<file path="config.mk">
export PLATFORM = sky130hd
export DESIGN_NAME = epsc_scheduler
export DESIGN_NICKNAME = d
export VERILOG_FILES = /design/src/rtl/epsc_sched_pkg.sv /design/src/rtl/epsc_index_counter.sv /design/src/rtl/epsc_scheduler.sv
export SDC_FILE = /design/constraint.sdc
export NUM_CORES = 1
export LEC_CHECK = 0
export CAP_MARGIN = 30
export CORE_AREA = 2 2 217 219
export DETAILED_ROUTE_END_ITERATION = 8
export DIE_AREA = 0 0 219 221
export PLACE_DENSITY = 0.66
export SYNTH_ARGS = -nofsm -noshare
export SYNTH_HDL_FRONTEND = slang
export SYNTH_SLANG_ARGS = --single-unit
export TNS_END_PERCENT = 1
</file>
<file path="constraint.sdc">
create_clock -name Clock -period 15.82 [get_ports Clock]
set_clock_uncertainty 0.15 [all_clocks]
set_input_delay 1.582 -clock Clock [delete_from_list [all_inputs] [get_ports Clock]]
set_output_delay 1.582 -clock Clock [all_outputs]
set_load 0.1 [all_outputs]
</file>
<file path="src/rtl/epsc_sched_pkg.sv">
// epsc_sched_pkg: shared state, widths and operand bundle
// for the EPSC scheduler slice.
package epsc_sched_pkg;

  localparam int DEF_INT_W  = 32;
  localparam int DEF_FRAC_W = 32;
  localparam int DEF_DATA_W = DEF_INT_W + DEF_FRAC_W;
  localparam int DEF_DT_W   = 4;
  localparam int DEF_ADDR_W = 10;
  localparam int DEF_LAT    = 2;

  typedef enum logic [2:0] {
    IDLE,
    FETCH,
    WAIT_RD,
    COMPUTE,
    WRITE,
    DONE
  } state_t;

  typedef struct packed {
    logic [DEF_INT_W-1:0]  eex;
    logic [DEF_DATA_W-1:0] vmem;
    logic [DEF_DATA_W-1:0] gex;
    logic [DEF_DT_W-1:0]   delta_t;
    logic [DEF_INT_W-1:0]  taumem;
  } operand_t;

endpackage

</file>
<file path="src/rtl/epsc_index_counter.sv">
// epsc_index_counter: neuron index with load/clear,
// increment and last-index compare.
module epsc_index_counter
  import epsc_sched_pkg::*;
#(
  parameter int AW = DEF_ADDR_W
) (
  input  logic        Clock,
  input  logic        Reset,
  input  logic        load,
  input  logic        inc,
  input  logic [AW:0] count,
  output logic        last
);

  logic [AW:0] idx;
  logic [AW:0] limit;

  always_ff @(posedge Clock or posedge Reset) begin
    if (Reset) begin
      idx   <= '0;
      limit <= '0;
    end else if (load) begin
      idx   <= '0;
      limit <= count;
    end else if (inc) begin
      idx <= idx + 1'b1;
    end
  end

  assign last = (idx == limit - 1'b1);

endmodule

</file>
<file path="src/rtl/epsc_scheduler.sv">
// epsc_scheduler: time-multiplexes one EPSC datapath over all neurons.
// EPSC_ZERO_SKIP_EN: neurons with gex==0 bypass the datapath.
module epsc_scheduler
  import epsc_sched_pkg::*;
#(
  parameter int INTEGER_WIDTH     = DEF_INT_W,
  parameter int DATA_WIDTH_FRAC   = DEF_FRAC_W,
  parameter int DATA_WIDTH        = INTEGER_WIDTH + DATA_WIDTH_FRAC,
  parameter int DELTAT_WIDTH      = DEF_DT_W,
  parameter int NEURON_ADDR_WIDTH = DEF_ADDR_W,
  parameter int EPSC_LATENCY      = DEF_LAT
) (
  input  logic                         Clock,
  input  logic                         Reset,
  input  logic                         Start,
  input  logic [NEURON_ADDR_WIDTH:0]   NeuronCount,
  input  logic [INTEGER_WIDTH-1:0]     Eex,
  input  logic [DELTAT_WIDTH-1:0]      DeltaT,
  input  logic [INTEGER_WIDTH-1:0]     Taumem,
  output logic                         RdEn,
  output logic [NEURON_ADDR_WIDTH-1:0] RdAddr,
  input  logic                         RdValid,
  input  logic [DATA_WIDTH-1:0]        Vmem_In,
  input  logic [DATA_WIDTH-1:0]        gex_In,
  output logic [INTEGER_WIDTH-1:0]     U_Eex,
  output logic [DATA_WIDTH-1:0]        U_Vmem,
  output logic [DATA_WIDTH-1:0]        U_gex,
  output logic [DELTAT_WIDTH-1:0]      U_DeltaT,
  output logic [INTEGER_WIDTH-1:0]     U_Taumem,
  input  logic [DATA_WIDTH-1:0]        U_EPSCOut,
  output logic                         WrEn,
  output logic [NEURON_ADDR_WIDTH-1:0] WrAddr,
  output logic [DATA_WIDTH-1:0]        WrData,
  input  logic                         WrReady,
  output logic                         Busy,
  output logic                         Done
);

  localparam int AW = NEURON_ADDR_WIDTH;
  localparam int SW = $clog2(EPSC_LATENCY) + 1;
  localparam logic [AW:0] MAX_N = {1'b1, {AW{1'b0}}};
  localparam logic [SW-1:0] SETTLE_END = SW'(EPSC_LATENCY - 1);

  state_t                   state;
  logic [SW-1:0]            settle;
  logic [INTEGER_WIDTH-1:0] cfg_eex;
  logic [DELTAT_WIDTH-1:0]  cfg_dt;
  logic [INTEGER_WIDTH-1:0] cfg_tau;
  logic [AW:0]              n_clamped;
  logic                     load;
  logic                     inc;
  logic                     last;

  assign n_clamped = (NeuronCount > MAX_N) ? MAX_N : NeuronCount;
  assign load      = (state == IDLE) && Start;
  assign inc       = (state == WRITE) && WrReady;

  epsc_index_counter #(
    .AW(AW)
  ) u_idx (
    .Clock(Clock),
    .Reset(Reset),
    .load (load),
    .inc  (inc),
    .count(n_clamped),
    .last (last)
  );

  always_ff @(posedge Clock or posedge Reset) begin
    if (Reset) begin
      state    <= IDLE;
      settle   <= '0;
      cfg_eex  <= '0;
      cfg_dt   <= '0;
      cfg_tau  <= '0;
      RdEn     <= 1'b0;
      RdAddr   <= '0;
      U_Eex    <= '0;
      U_Vmem   <= '0;
      U_gex    <= '0;
      U_DeltaT <= '0;
      U_Taumem <= '0;
      WrEn     <= 1'b0;
      WrAddr   <= '0;
      WrData   <= '0;
      Busy     <= 1'b0;
      Done     <= 1'b0;
    end else begin
      Done <= 1'b0;
      unique case (state)
        IDLE: if (Start) begin
          cfg_eex <= Eex;
          cfg_dt  <= DeltaT;
          cfg_tau <= Taumem;
          Busy    <= 1'b1;
          RdAddr  <= '0;
          if (n_clamped == '0) begin
            state <= DONE;
          end else begin
            RdEn  <= 1'b1;
            state <= FETCH;
          end
        end
        FETCH: begin
          RdEn  <= 1'b0;
          state <= WAIT_RD;
        end
        WAIT_RD: if (RdValid) begin
`ifdef EPSC_ZERO_SKIP_EN
          if (gex_In == '0) begin
            WrData <= '0;
            WrAddr <= RdAddr;
            WrEn   <= 1'b1;
            state  <= WRITE;
          end else
`endif
          begin
            U_Eex    <= cfg_eex;
            U_Vmem   <= Vmem_In;
            U_gex    <= gex_In;
            U_DeltaT <= cfg_dt;
            U_Taumem <= cfg_tau;
            settle   <= '0;
            state    <= COMPUTE;
          end
        end
        COMPUTE: begin
          if (settle == SETTLE_END) begin
            WrData <= U_EPSCOut;
            WrAddr <= RdAddr;
            WrEn   <= 1'b1;
            state  <= WRITE;
          end else begin
            settle <= settle + 1'b1;
          end
        end
        WRITE: if (WrReady) begin
          WrEn <= 1'b0;
          if (last) begin
            state <= DONE;
          end else begin
            RdAddr <= RdAddr + 1'b1;
            RdEn   <= 1'b1;
            state  <= FETCH;
          end
        end
        DONE: begin
          Done  <= 1'b1;
          Busy  <= 1'b0;
          state <= IDLE;
        end
        default: state <= IDLE;
      endcase
    end
  end

endmodule
</file>
## Word level (Yosys, flattened, before mapping)

Index checks and enable logic that the tools add are counted.

- Eq/ne operators: 14
- Add/subtract/negate cells: 4
- Reductions and logical operators: 19
- Muxes and demuxes: 28
- Magnitude comparators: 1

Operators by type and width:

| kind | count |
|---|---|
| 2-to-1 mux 11 bit | 3 |
| 2-to-1 mux 10 bit | 3 |
| case mux 10 bit (2 select lines) | 1 |
| 2-to-1 mux 3 bit | 6 |
| case mux 3 bit (5 select lines) | 1 |
| inequality test 2 bit, second input constant | 7 |
| adder 11 x 1 -> 11 bit, second input constant | 1 |
| == test 11 bit | 1 |
| greater-than comparator 11 bit, second input constant | 1 |
| zero test 11 bit | 1 |
| subtractor 11 x 1 -> 11 bit, second input constant | 1 |
| adder 10 x 1 -> 10 bit, second input constant | 1 |
| nonzero test 2 bit | 5 |
| 2-to-1 mux 1 bit | 8 |
| AND reduction 2 bit | 4 |
| AND reduction 4 bit | 2 |
| == test 3 x 2 -> 1 bit, second input constant | 2 |
| == test 3 bit, second input constant | 2 |
| AND reduction 3 bit | 2 |
| AND reduction 5 bit | 1 |
| 2-to-1 mux 2 bit | 2 |
| case mux 1 bit (2 select lines) | 2 |
| case mux 2 bit (2 select lines) | 1 |
| == test 3 x 1 -> 1 bit, second input constant | 1 |
| 6 further kinds | 7 |

- Output and inout port bits: 284
- Register bits after elaboration: 379
- Input bits: 276

## Depth between registers and ports, before layout

Gate-level depths: netlist (run 1).

- Depth in word-level cells: 6
- Gate-level depth with buffers: 12
- Gate-level depth less buffers: 9

## Cells and area by module

From an unflattened synthesis (run 1), not the netlist that was laid out.

- Cell total of the unflattened synthesis: 1097
- Area total of the unflattened synthesis: 14919.3 um^2

Modules (own cells, without submodules):

| module | cells an instance | times used | area an instance (um^2) |
|---|---|---|---|
| epsc_scheduler | 980 | 1 | 13674.4 |
| epsc_index_counter | 117 | 1 | 1244.9 |

## Least setup slack after synthesis (run 1)

No wires, ideal clock.

- Path type: in2reg
- Start: input RdValid
- End: register U_gex[10]
- Cell stages on the path: 4
- Data arrival time: 3.010 ns
- Slack: 12.534 ns
- Path buffers: 2
- Cells stage by stage: nor3b_1 > clkbuf_1 > clkbuf_1 > mux2_2

- Longest elaborated chain between the ends: 1

Ends and longest elaborated chain:

| what | line | text |
|---|---|---|
| start: declaration | epsc_scheduler.sv:22 | `input logic RdValid,` |
| AND reduction 2 bit (no line) | -- |  |
| end signal: assignment | epsc_scheduler.sv:120 | `U_gex <= gex_In;` |
| end: declaration | epsc_scheduler.sv:27 | `output logic [DATA_WIDTH-1:0] U_gex,` |

No other way between the ends.
A chain may end at the register's enable or synchronous reset.

==> impl_summary.txt, run 1 <==
----------------------------------------------------
[Outcome]
  Run status ... finished, final reports clean

[Synth]
  Primary FF master, synth ... sky130_fd_sc_hd__dfrtp_1
  Area of the mapped netlist ... 14900 um^2
  Total nets after synthesis ... 1405
  Area contributors post-synth ... sky130_fd_sc_hd__dfrtp_1, sky130_fd_sc_hd__mux2_2, sky130_fd_sc_hd__nand2_1
  Area share of the leading cell type in the synthesized netlist ... 0.636
  Number of instances in the synthesized netlist ... 1125
  Unique masters post-synth ... 51
  Library cell with the largest summed area after synthesis ... sky130_fd_sc_hd__dfrtp_1
  Post-synth EDFFs ... 0
  Number of warnings printed during yosys synthesis ... 0
  Post-synthesis sequential area ratio ... 0.636
  Synthesized flop and latch total ... 379
  Async set-reset flop share out of synthesis ... 1.00
  Average cell area after synthesis ... 13.3 um^2

[CTS]
  Buffer depth of the longest clock path ... 3
  Total of cells resized after clock tree synthesis ... 0
  Clock input transition at the sequential cells of the worst setup and hold paths ... 60 ps
  Number of clock sinks ... 379
  H-tree depth reported by CTS ... 2
  CTS tree ... done
  Clock root buffer master ... sky130_fd_sc_hd__clkbuf_16
  Inserted Clock Buffers ... 42
  Count of hold buffers inserted by post-cts repair ... 0
  Clock latency reported for the late side of the worst-skew pair ... 550 ps
  Number of setup buffers added after CTS ... 0

[Cells and area]
  Share of the core filled with cells ... 0.509
  Share of post-route cells with drive strength above 1 ... 0.227
  Number of nets in the final layout ... 1992
  Fill cell instance count of the final layout ... 4099
  Area overhead of the layout relative to synthesis ... 57.2%

[Critical path]
  Kind of start point of the critical path ... input port
  Data arrival, critical path ... 4850 ps
  List of cells traversed by the critical path ... clkdlybuf4s50_1 -> inv_8 -> buf_4 -> buf_16 -> buf_4 -> buf_4
  Worst EP required ... 16270 ps
  Slack of the worst reg-to-reg path ... 12380 ps
  Critical-path top delay cell ... sky130_fd_sc_hd__buf_4
  Worst-path fanout max ... 102
  WS Path Type ... in -> async
  Delay of the slowest cell on the worst path ... 750 ps
  Critical Path End Type ... async pin
  Most frequent cell on the critical path ... sky130_fd_sc_hd__buf_4

[Drt]
  Antenna-violating nets left ... 0
  Violation count after the first detailed-route iteration ... 600
  TritonRoute pass-1 iters ... 6
  Number of DRC violations after detailed routing ... 0
  Overall routed net length ... 44.7 mm
  Count of vias placed by the detailed router ... 10817
  Avg WL per Cell ... 19.0 um
  Mean number of vias per cell ... 4.60

[STA]
  Hold violation total from the final report ... 0
  Final min period ... 4400 ps
  Fmax ... 0.227 GHz
  Final setup TNS ... 0 ps
  Post-route fraction of the period consumed by the critical path ... 0.278
  Pins over their slew limit ... 0
  Final setup violation count ... 0
  Max-slew headroom at the worst pin ... 0.301
  Worst-margin pin slew ... 1050 ps
  Setup repair after global routing missed its margin ... false

[Floorplan]
  Vertical extent of the die ... 221 um
  Total number of placement rows ... 79
  Starting density of the core ... 0.324
  Number of placed I/O pins ... 560
  Horizontal extent of the die ... 219 um
  Core ar. ... 46100 um^2
  Die outline area ... 48400 um^2

[Placement]
  Number of buffers added on ports ... 559
  Post-DP HPWL ... 32.6 mm
  Final Wtd Congestion ... 0.849

[GRT]
  Vias in the first global route ... 11527
  Pin count of the biggest net entering global routing ... 103
  First-pass GRT wire length ... 69.4 mm
  Combined global-route utilization of all metal layers ... 0.184
  Number of antenna violations at the first check in global routing ... 1
  Grt total ovfl ... 0

[Min path]
  Path class of the lowest-slack min-delay path ... reg -> reg

[Job]
  Max Cap Violations ... 0

----------------------------------------------------
==> routing by layer <==
metal / track usage / vias to the layer above / part of all wire
met5: 0 / - / 0
met2: 0.313 / 261 / 0.50
met1: 0.233 / 5450 / 0.41
met4: 0.0586 / 0 / 0.026
met3: 0.0401 / 68 / 0.056
li1: - / 5038 / -
==> Yosys cell counts, types with 8 or more instances <==
cell and count:
sky130_fd_sc_hd__and3_1 8, sky130_fd_sc_hd__nor2_1 12, sky130_fd_sc_hd__inv_1 10, sky130_fd_sc_hd__clkbuf_1 42
sky130_fd_sc_hd__nor3_1 11, sky130_fd_sc_hd__o21ai_0 16, sky130_fd_sc_hd__dfrtp_1 379, sky130_fd_sc_hd__xor2_1 10
sky130_fd_sc_hd__a21oi_1 13, sky130_fd_sc_hd__xnor2_1 10, sky130_fd_sc_hd__buf_2 13, sky130_fd_sc_hd__mux2_2 270
sky130_fd_sc_hd__nand2_1 231, sky130_fd_sc_hd__nand3_1 11, sky130_fd_sc_hd__or3_1 12
==> kinds of logic after synthesis <==
| family | after synthesis | share of synthesized area |
|---|---|---|
| simple gates | 315 | 0.0935 |
| mux | 270 | 0.204 |
| flops | 379 | 0.636 |
| compound gates | 66 | 0.0299 |
| buf+inv | 71 | 0.0215 |
| xor+xnor | 20 | 0.0117 |
| fa+ha+maj | 4 | 0.00336 |
==> critical path: cells and delay by family <==
family                 cells  cell delay, ps
buffers and inverters      6            3090
==> worst paths after layout <==
path	startpoint	to	cells after the start
setup / recovery	Reset	U_DeltaT[2]$_DFFE_PP0P_	6
min in group asynchronous	Reset	WrData[46]$_DFFE_PP0P_	2
setup reg to reg	state[2]$_DFFE_PP0P_	U_gex[27]$_DFFE_PP0P_	6
hold reg to reg	cfg_eex[3]$_DFFE_PP0P_	cfg_eex[3]$_DFFE_PP0P_	2
hold / removal	cfg_eex[3]$_DFFE_PP0P_	cfg_eex[3]$_DFFE_PP0P_	2
max in group Clock	RdAddr[3]$_DFFE_PP0P_	RdAddr[3]	1
==> sequential cells by signal, indices dropped and copies added, names as in the netlist, 2 cells and up <==
| register | flops |
|---|---|
| U_Taumem | 32 |
| cfg_eex | 32 |
| WrData | 64 |
| U_Eex | 32 |
| state | 3 |
| settle | 2 |
| u_idx.idx | 11 |
| RdAddr | 10 |
| U_Vmem | 64 |
| WrAddr | 10 |
| U_gex | 64 |
| u_idx.limit | 11 |
| U_DeltaT | 4 |
| cfg_tau | 32 |
| cfg_dt | 4 |
==> layout by cell type (no fill, tap or decap), types with 6 or more instances in the layout <==
cell type,synthesis,routed
sky130_fd_sc_hd__clkdlybuf4s50_1,0,559
sky130_fd_sc_hd__dfrtp_1,379,379
sky130_fd_sc_hd__mux2_2,270,270
sky130_fd_sc_hd__nand2_1,231,230
sky130_fd_sc_hd__clkbuf_16,0,45
sky130_fd_sc_hd__buf_16,0,32
sky130_fd_sc_hd__o21ai_0,16,16
sky130_fd_sc_hd__clkbuf_8,0,14
sky130_fd_sc_hd__a21oi_1,13,13
sky130_fd_sc_hd__buf_4,1,13
sky130_fd_sc_hd__nor2_1,12,12
sky130_fd_sc_hd__or3_1,12,12
sky130_fd_sc_hd__clkbuf_1,42,11
sky130_fd_sc_hd__xnor2_1,10,10
sky130_fd_sc_hd__xor2_1,10,10
sky130_fd_sc_hd__nand3_1,11,10
sky130_fd_sc_hd__nor3_1,11,10
sky130_fd_sc_hd__inv_1,10,9
sky130_fd_sc_hd__and3_1,8,8
sky130_fd_sc_hd__a22o_1,6,6
sky130_fd_sc_hd__o31ai_1,6,6
sky130_fd_sc_hd__o21ai_1,6,6
==> metrics by stage <==
stage               hold slack (ps)  instance area [um^2]  setup WS (ps)  std cells
floorplan                       290                 14900           3560       1125
global placement                301                 21100          10430       2243
detailed placement              307                 21900          10360       2272
CTS                             320                 23300          10960       2347
global route                    341                 23400          10890       2351
finish                          318                 23400          11420       2351
==> layout make-up <==
| cell class | count | area, um^2 | share of cell area |
|---|---|---|---|
| clock buffer | 70 | 1360 | 0.0580 |
| inverter | 10 | 45.0 | 0.00192 |
| clock inverter | 5 | 75.1 | 0.00320 |
| tap | 607 | 759 | 0.0324 |
| antenna | 1 | 2.50 | 0.000107 |
| timing repair buffer | 604 | 6570 | 0.281 |
| multi-input combinational | 675 | 5130 | 0.219 |
| sequential | 379 | 9480 | 0.405 |
Power of run 1 is left out: the tool's default activity adds up to more than one toggle a clock period on the data nets, which glitch-free logic cannot reach.
==> run 2, diff against run 1 <==
--- a/config.mk
+++ b/config.mk
@@ -6,9 +6,9 @@
 export NUM_CORES = 1
 export LEC_CHECK = 0
 export CAP_MARGIN = 30
-export CORE_AREA = 2 2 217 219
+export CORE_AREA = 2 2 221 223
 export DETAILED_ROUTE_END_ITERATION = 8
-export DIE_AREA = 0 0 219 221
+export DIE_AREA = 0 0 223 225
 export PLACE_DENSITY = 0.66
 export SYNTH_ARGS = -nofsm -noshare
 export SYNTH_HDL_FRONTEND = slang
==> constraint.sdc (replaced) <==
create_clock -name Clock -period 4 [get_ports Clock]
set_clock_uncertainty 0.15 [all_clocks]
set_input_delay 0.4 -clock Clock [delete_from_list [all_inputs] [get_ports Clock]]
set_output_delay 0.4 -clock Clock [all_outputs]
set_load 0.1 [all_outputs]
==> impl_summary.txt, run 2 (same netlist as run 1, synthesis figures left out) <==
----------------------------------------------------
[Placement]
  Final Wtd Congestion ... 0.823 (was 0.849)
  Placed instance area ... 21800 um^2 (was 21900 um^2)
  Post-DP HPWL ... 33.9 mm (was 32.6 mm)
  Number of buffers added on ports ... 559 (unchanged)
  Cell count after placement ... 2275 (was 2272)

[CTS]
  Buffer depth of the longest clock path ... 3 (unchanged)
  Number of setup buffers added after CTS ... 0 (unchanged)
  Inserted Clock Buffers ... 43 (was 42)
  Clock input transition at the sequential cells of the worst setup and hold paths ... 60 ps (about the same)
  Number of clock sinks ... 379 (unchanged)
  Clock root buffer master ... sky130_fd_sc_hd__clkbuf_16 (unchanged)
  H-tree depth reported by CTS ... 2 (unchanged)
  CTS tree ... done (unchanged)
  Clock latency reported for the late side of the worst-skew pair ... 540 ps (was 550 ps)
  Total of cells resized after clock tree synthesis ... 0 (unchanged)
  Count of hold buffers inserted by post-cts repair ... 0 (unchanged)

[Cells and area]
  Sequential cell area ... 9480 um^2 (unchanged)
  Fill cell instance count of the final layout ... 4189 (was 4099)
  Final instance area ... 23200 um^2 (was 23400 um^2)
  Share of the core filled with cells ... 0.487 (was 0.509)
  Number of nets in the final layout ... 1985 (was 1992)
  Most frequent standard cell in the layout excluding fill and tap cells ... sky130_fd_sc_hd__clkdlybuf4s50_1 (unchanged)
  Regs by FF count ... U_Vmem x64, U_gex x64, WrData x64 (unchanged)
  Most used cells in the layout excluding fill and tap cells ... sky130_fd_sc_hd__clkdlybuf4s50_1, sky130_fd_sc_hd__dfrtp_1, sky130_fd_sc_hd__mux2_2 (unchanged)
  Area overhead of the layout relative to synthesis ... 55.5% (was 57.2%)
  Share of post-route cells with drive strength above 1 ... 0.223 (was 0.227)
  Multi-input gate area ... 5130 um^2 (unchanged)
  Inserted Diodes ... 0 (was 1)
  Number of standard cells in the final layout excluding fillers ... 2353 (was 2351)

[GRT]
  First-pass GRT wire length ... 69.1 mm (was 69.4 mm)
  Number of antenna violations at the first check in global routing ... 4 (was 1)
  Grt total ovfl ... 0 (unchanged)
  Pin count of the biggest net entering global routing ... 124 (was 103)
  Combined global-route utilization of all metal layers ... 0.178 (was 0.184)
  Vias in the first global route ... 11436 (was 11527)

[Floorplan]
  Starting density of the core ... 0.314 (was 0.324)
  Die outline area ... 50200 um^2 (was 48400 um^2)
  Core ar. ... 47500 um^2 (was 46100 um^2)
  Vertical extent of the die ... 225 um (was 221 um)
  Total number of placement rows ... 80 (was 79)
  Number of placed I/O pins ... 560 (unchanged)
  Horizontal extent of the die ... 223 um (was 219 um)

[Min path]
  Path class of the lowest-slack min-delay path ... in -> async (was reg -> reg)

[STA]
  Setup repair after global routing missed its margin ... false (unchanged)
  Final min period ... 2980 ps
  Hold violation total from the final report ... 0 (unchanged)
  Worst-margin pin slew ... 1080 ps (was 1050 ps)
  Max-slew headroom at the worst pin ... 0.281 (was 0.301)
  Post-route fraction of the period consumed by the critical path ... 0.745
  Final setup violation count ... 0 (unchanged)
  Pins over their slew limit ... 0 (unchanged)
  Worst Hold Slack ... 110 ps (was 318 ps)
  Fmax ... 0.336 GHz

[Drt]
  Number of DRC violations after detailed routing ... 0 (unchanged)
  Violation count after the first detailed-route iteration ... 546 (was 600)
  Overall routed net length ... 46.0 mm (was 44.7 mm)
  Avg WL per Cell ... 19.6 um (was 19.0 um)
  TritonRoute pass-1 iters ... 4 (was 6)
  Mean number of vias per cell ... 4.62 (was 4.60)
  Count of vias placed by the detailed router ... 10870 (was 10817)
  Antenna-violating nets left ... 0 (unchanged)

[Critical path]
  Crit path buf inv count ... 2 (was 6)
  Critical Path End Type ... flip-flop (was async pin)
  Data arrival, critical path ... 3300 ps (was 4850 ps)
  Critical-path top delay cell ... sky130_fd_sc_hd__or4b_4 (was sky130_fd_sc_hd__buf_4)
  Crit-path leading delay family ... simple AND/OR/NAND/NOR gates (was buffers and inverters)
  Delay of the slowest cell on the worst path ... 560 ps (was 750 ps)
  List of cells traversed by the critical path ... inv_1 -> ha_1 -> or4b_4 -> o21a_4 -> o211a_1 -> nor3_2 -> a211oi_2 -> buf_4 -> or3_1 -> a21oi_1 (was clkdlybuf4s50_1 -> inv_8 -> buf_4 -> buf_16 -> buf_4 -> buf_4)
  Kind of start point of the critical path ... flip-flop (was input port)
  WS Path Type ... reg -> reg (was in -> async)
  Worst EP required ... 4320 ps (was 16270 ps)
  Worst-path fanout max ... 22 (was 102)

[Job]
  Max Cap Violations ... 0 (unchanged)

[Outcome]
  Run status ... finished, final reports clean (unchanged)

----------------------------------------------------
==> run 2: worst paths after layout <==
kind                                             from                 endpoint  slack [ps]  depth (start not counted)
min                                             Reset    WrAddr[4]$_DFFE_PP0P_         110                          2
max                        u_idx.limit[0]$_DFFE_PP0P_    RdAddr[8]$_DFFE_PP0P_        1020                         10
min reg2reg                   cfg_tau[16]$_DFFE_PP0P_  cfg_tau[16]$_DFFE_PP0P_         320                          2
max in group asynchronous                       Reset   WrData[53]$_DFFE_PP0P_        2540                          3
min in group Clock                         Taumem[15]  cfg_tau[15]$_DFFE_PP0P_         230                          3
max reg2reg                u_idx.limit[0]$_DFFE_PP0P_    RdAddr[8]$_DFFE_PP0P_        1020                         10
==> run 2: final cells by class <==
class,instances,share of cell area
clock inverter,10,0.00243
tap,615,0.0332
inverter,10,0.00178
sequential,379,0.409
timing repair buffer,596,0.276
multi-input combinational,675,0.221
clock buffer,68,0.0562
==> run 2: metal layers <==
metal	vias up	wire length (um)	GRT usage
li1	5024	-	-
met1	5433	19300	0.230
met2	307	22500	0.294
met3	100	2580	0.0391
met4	6	1570	0.0697
met5	-	35	0
==> run 2: per-stage QoR <==
step,setup WS (ps),TNS [ps]
final,1020,0
after floorplan,-1640,-622330
after global routing,909,0
after detailed placement,1040,0
after CTS,1020,0
after global placement,1160,0
Power of run 2 is left out for the same reason.
